File: src/rtl/bist_pkg.sv
// Shared constants and types for the BIST sequencing logic:
// FSM state encodings, default widths and the datapath LFSR seed.
package bist_pkg;

   typedef enum logic [2:0] {
      ST_IDLE  = 3'd0,
      ST_CLEAR = 3'd1,
      ST_RUN   = 3'd2,
      ST_CMP   = 3'd3,
      ST_DONE  = 3'd4
   } state_t;

   localparam int SIG_W_DEFAULT    = 4;
   localparam int N_CYCLES_DEFAULT = 8;

   localparam logic [SIG_W_DEFAULT-1:0] LFSR_SEED = 4'b1001;

   // States in which a run is in flight and abort is honoured.
   function automatic logic is_active(input state_t s);
      return (s == ST_CLEAR) || (s == ST_RUN) || (s == ST_CMP);
   endfunction

endpackage

File: src/rtl/bist_cycle_counter.sv
// Pattern-cycle counter for a BIST run: cleared in CLEAR, counts in RUN,
// flags terminal count at N_CYCLES-1 and never wraps.
module bist_cycle_counter #(
   parameter  int N_CYCLES = 8,
   localparam int CNT_W    = $clog2(N_CYCLES + 1)
) (
   input  logic clk,
   input  logic reset,
   input  logic clr,
   input  logic en,
   output logic tc
);

   localparam logic [CNT_W-1:0] TC_VAL = CNT_W'(N_CYCLES - 1);

   logic [CNT_W-1:0] cnt;

   assign tc = (cnt == TC_VAL);

   // Saturate at the terminal value so a stalled exit can never wrap.
   always_ff @(posedge clk or negedge reset) begin
      if (!reset) begin
         cnt <= '0;
      end else if (clr) begin
         cnt <= '0;
      end else if (en && !tc) begin
         cnt <= cnt + CNT_W'(1);
      end
   end

endmodule

File: src/rtl/bist_controller.sv
// BIST run sequencer: start edge -> clear, N_CYCLES enabled, signature compare, done/pass.
// Optional BIST_SIG_CAPTURE_EN adds sig_cap/sig_diff debug outputs.
module bist_controller
   import bist_pkg::*;
#(
   parameter int SIG_W    = SIG_W_DEFAULT,
   parameter int N_CYCLES = N_CYCLES_DEFAULT
) (
   input  logic             clk,
   input  logic             reset,
   input  logic             start,
   input  logic             abort,
   input  logic [SIG_W-1:0] golden,
   input  logic [SIG_W-1:0] signature,
   output logic             bist_clr,
   output logic             bist_en,
   output logic             busy,
   output logic             done,
   output logic             pass
`ifdef BIST_SIG_CAPTURE_EN
   ,
   output logic [SIG_W-1:0] sig_cap,
   output logic [SIG_W-1:0] sig_diff
`endif
);

   state_t state;
   logic   start_q;
   logic   start_pulse;
   logic   tc;
   logic   cnt_clr;
   logic   cnt_en;

   assign start_pulse = start & ~start_q;
   assign cnt_clr     = (state == ST_CLEAR);
   assign cnt_en      = (state == ST_RUN);

   bist_cycle_counter #(
      .N_CYCLES (N_CYCLES)
   ) u_cycle_counter (
      .clk   (clk),
      .reset (reset),
      .clr   (cnt_clr),
      .en    (cnt_en),
      .tc    (tc)
   );

   // Outputs are set on the same edge that enters a state, so each one
   // is valid for exactly the cycles the FSM spends in that state.
   always_ff @(posedge clk or negedge reset) begin
      if (!reset) begin
         state    <= ST_IDLE;
         start_q  <= 1'b0;
         bist_clr <= 1'b0;
         bist_en  <= 1'b0;
         busy     <= 1'b0;
         done     <= 1'b0;
         pass     <= 1'b0;
      end else begin
         start_q  <= start;
         bist_clr <= 1'b0;
         if (abort && is_active(state)) begin
            state   <= ST_IDLE;
            bist_en <= 1'b0;
            busy    <= 1'b0;
            done    <= 1'b0;
            pass    <= 1'b0;
         end else begin
            case (state)
               ST_IDLE, ST_DONE: begin
                  if (start_pulse) begin
                     state    <= ST_CLEAR;
                     bist_clr <= 1'b1;
                     busy     <= 1'b1;
                     done     <= 1'b0;
                     pass     <= 1'b0;
                  end
               end
               ST_CLEAR: begin
                  state   <= ST_RUN;
                  bist_en <= 1'b1;
               end
               ST_RUN: begin
                  if (tc) begin
                     state   <= ST_CMP;
                     bist_en <= 1'b0;
                  end
               end
               ST_CMP: begin
                  state <= ST_DONE;
                  busy  <= 1'b0;
                  done  <= 1'b1;
                  pass  <= (signature == golden);
               end
               default: begin
                  state   <= ST_IDLE;
                  bist_en <= 1'b0;
                  busy    <= 1'b0;
                  done    <= 1'b0;
                  pass    <= 1'b0;
               end
            endcase
         end
      end
   end

`ifdef BIST_SIG_CAPTURE_EN
   // Captured signature survives in DONE for debug and is wiped on the next run.
   always_ff @(posedge clk or negedge reset) begin
      if (!reset) begin
         sig_cap  <= '0;
         sig_diff <= '0;
      end else if (state == ST_CLEAR) begin
         sig_cap  <= '0;
         sig_diff <= '0;
      end else if (state == ST_CMP && !abort) begin
         sig_cap  <= signature;
         sig_diff <= signature ^ golden;
      end
   end
`endif

endmodule
File: config.mk
export PLATFORM = sky130hd
export DESIGN_NAME = bist_controller
export DESIGN_NICKNAME = d
export VERILOG_FILES = /design/src/rtl/bist_pkg.sv /design/src/rtl/bist_cycle_counter.sv /design/src/rtl/bist_controller.sv
export SDC_FILE = /design/constraint.sdc
export NUM_CORES = 1
export LEC_CHECK = 0
export ABC_AREA = 1
export CORE_UTILIZATION = 40
export DETAILED_ROUTE_END_ITERATION = 10
export PLACE_DENSITY_LB_ADDON = 0.12
export SKIP_LAST_GASP = 1
export SLEW_MARGIN = 20
export SYNTH_ARGS = -nofsm -noshare
export SYNTH_HDL_FRONTEND = slang
export SYNTH_SLANG_ARGS = --single-unit
File: constraint.sdc
create_clock -name clk -period 1.2 [get_ports clk]
set_input_delay 0.24 -clock clk [delete_from_list [all_inputs] [get_ports clk]]
set_output_delay 0.24 -clock clk [all_outputs]
set_load 0.1 [all_outputs]
==> impl_metrics.env, run 1 <==
export IMPL_cp_num_buf_inv=2
export IMPL_final_common_cell="nand2_1"
export IMPL_yosys_warnings=0
export IMPL_first_pass_iters=4
export IMPL_grt_use_met1=0.229
export IMPL_track_usage=0.176
export IMPL_diodes=0
export IMPL_worstMarginPinSlew_ns=0.236
export IMPL_core_um2=1560
export IMPL_post_dp_cell_area_um2=965
export IMPL_syn_nets=103
export IMPL_finalHoldViolations=0
export IMPL_crit_path_end_kind="flop"
export IMPL_die_w_um=43.7
export IMPL_ant_nets=0
export IMPL_critPathLaunchType="flop"
export IMPL_cts_made_buffers=3
export IMPL_io_buffers=16
export IMPL_min_path_type="in -> async"
export IMPL_drc_errors=0
export IMPL_crit_chain="inv_2 -> nor3_4 -> nand3_2 -> nand3_1 -> inv_1"
export IMPL_status="finished, final reports clean"
export IMPL_ir_worst_vdd_mv=1.19
export IMPL_drtIter0Drc=13
export IMPL_nFillCells=150
export IMPL_slew_headroom=0.842
export IMPL_cp_data_required_time_ns=1.37
export IMPL_vias_per_cell=4.86
export IMPL_path_class="reg -> reg"
export IMPL_ioPinCount=17
export IMPL_grt_pass1_vias=620
export IMPL_clk_pin_slew_ns=0.08
export IMPL_drv_slew=0
export IMPL_grt_most_used_layer="met2"
export IMPL_min_period_over_period=0.966
export IMPL_root_buffer="clkbuf_4"
export IMPL_initial_utilization=0.447
export IMPL_setup_viol=0
export IMPL_fin_crit_ns=1.16
export IMPL_vias=642
export IMPL_design_area_um2=1030
export IMPL_clock_latency_ns=0.27
export IMPL_syn_area_um2=697
export IMPL_die_h_um=43.7
export IMPL_drive_gt1_frac=0.250
export IMPL_fmaxAchievable_ghz=0.863
export IMPL_yosysSeqAreaShare=0.467
export IMPL_path_max_fanout=4
export IMPL_grt_ovfl_total=0
export IMPL_r2r_start="state[1]"
export IMPL_skew_ns=0.00160
export IMPL_synth_distinct_cells=15
export IMPL_mostFrequentLayoutCells="nand2_1, nand3_1, inv_1, dfrtp_1, clkdlybuf4s50_1"
export IMPL_place_ws_ns=-0.145
export IMPL_numClockSinks=13
export IMPL_p_leak_nw=0.548
export IMPL_hold_ws_ns=0.265
export IMPL_dp_hpwl_mm=1.07
export IMPL_setup_tns_ns=0
export IMPL_r2r_end="state[0]"
export IMPL_nets=130
export IMPL_rr_worst_depth=5
export IMPL_clk_path_buf_depth=2
export IMPL_critical_path_max_stage_delay_ns=0.39
export IMPL_power_density_nw_per_um2=2260
export IMPL_antenna_found_initial=0
export IMPL_grt_setup_unrepaired="true"
export IMPL_htreeDepth=1
export IMPL_arrival_ns=1.33
export IMPL_fp_row_count=14
export IMPL_rrSetupSlack_ns=0.04
export IMPL_syn2layout_area_growth_pct=48.5
export IMPL_grt_max_degree=14
export IMPL_grt_pass1_wl_mm=2.43
export IMPL_grt_use_met3=0.0375
export IMPL_slowest_stage="dfrtp_1"
export IMPL_cts_hold_buf=0
export IMPL_dieArea_um2=1910
export IMPL_grt_use_met2=0.266
export IMPL_synth_seq_cells=13
export IMPL_place_congestion=0.925
export IMPL_synthCells=90
export IMPL_cap_violations=0
export IMPL_routed_wl_mm=1.41
export IMPL_cts_tree="yes"
export IMPL_setup_slack_ns=0.0414
export IMPL_wire_per_inst_um=10.7
export IMPL_critical_path_top_delay_family="simple AND/OR/NAND/NOR gates"
export IMPL_syn_area_per_cell_um2=7.74
[state kept, by name, summed over array words and instances, names as in the netlist]
| name | count |
|---|---|
| bist_clr | 1 |
| bist_en | 1 |
| busy | 1 |
| done | 1 |
| pass | 1 |
| start_q | 1 |
| state | 3 |
| u_cycle_counter.cnt | 4 |
[cells in the mapped netlist]
cell type | instances | area, um^2
inv_2 | 2 | 7.51
nor2_1 | 5 | 18.8
nand2_2 | 5 | 31.3
nand3_4 | 1 | 17.5
nor3_2 | 1 | 10.0
xor2_1 | 2 | 17.5
a21oi_1 | 1 | 5.00
inv_1 | 13 | 48.8
nand2_1 | 26 | 97.6
o21ai_0 | 3 | 15.0
dfrtp_1 | 13 | 325
xnor2_1 | 1 | 8.76
nand4_1 | 1 | 6.26
nand3_1 | 15 | 75.1
ha_1 | 1 | 12.5
[layout make-up]
cell class                 count  area, um^2  share of cell area
clock buffer                   4        26.3              0.0254
inverter                      15        56.3              0.0544
multi-input combinational     62         349               0.337
sequential                    13         328               0.317
tap                           16        20.0              0.0193
timing repair buffer          22         255               0.247
[layer usage]
layer | up-vias | wire length, um
met5 | - | 0
met3 | 4 | 54
li1 | 335 | -
met4 | 0 | 31
met1 | 284 | 611
met2 | 19 | 711
[how the worst max path moves through the flow]
stage | from | end | depth (start not counted)
after floorplan | bist_en | bist_en | 2
after global placement | abort | bist_en | 8
after detailed placement | abort | state[2] | 8
after CTS | u_cycle_counter.cnt[0] | state[0] | 5
after global routing | state[1] | u_cycle_counter.cnt[3] | 6
final | state[1] | state[0] | 5
[per-stage QoR]
step,power [W],instances,utilization
after CTS,0.00226,131,0.636
after global placement,0.00196,127,0.619
final,0.00233,132,0.664
after detailed placement,0.00198,127,0.619
after floorplan,0.00153,90,-
after global routing,0.00250,132,0.664
[logic make-up (layout without fill, tap and decap cells)]
family | after synthesis | count (layout) | synth area share
xor gates and xnor gates | 3 | 3 | 0.0377
and+or+nand+nor | 54 | 54 | 0.368
adders and majority gates | 1 | 1 | 0.0180
AOI/OAI and AO/OA | 4 | 4 | 0.0287
DFF | 13 | 13 | 0.467
buffers and inverters | 15 | 41 | 0.0808
[power breakdown]
part | switching, W | internal [W]
combinational | 0.000815 | 0.000509
sequential | 0.000171 | 0.000574
clock | 0.000136 | 0.000129
total | 0.00112 | 0.00121
[timing repair]
action                     CTS  global route
setup endpoints to repair    0             9
setup buffers                0             1
gates resized for setup      0             9
Power figures use the tool's default switching activity.
==> inputs of run 2 (changes only) <==
CTS_CLUSTER_DIAMETER = 150   (was default)
==> results of run 2 <==
No change in the layout: final DEF, timing and power equal those of run 1.
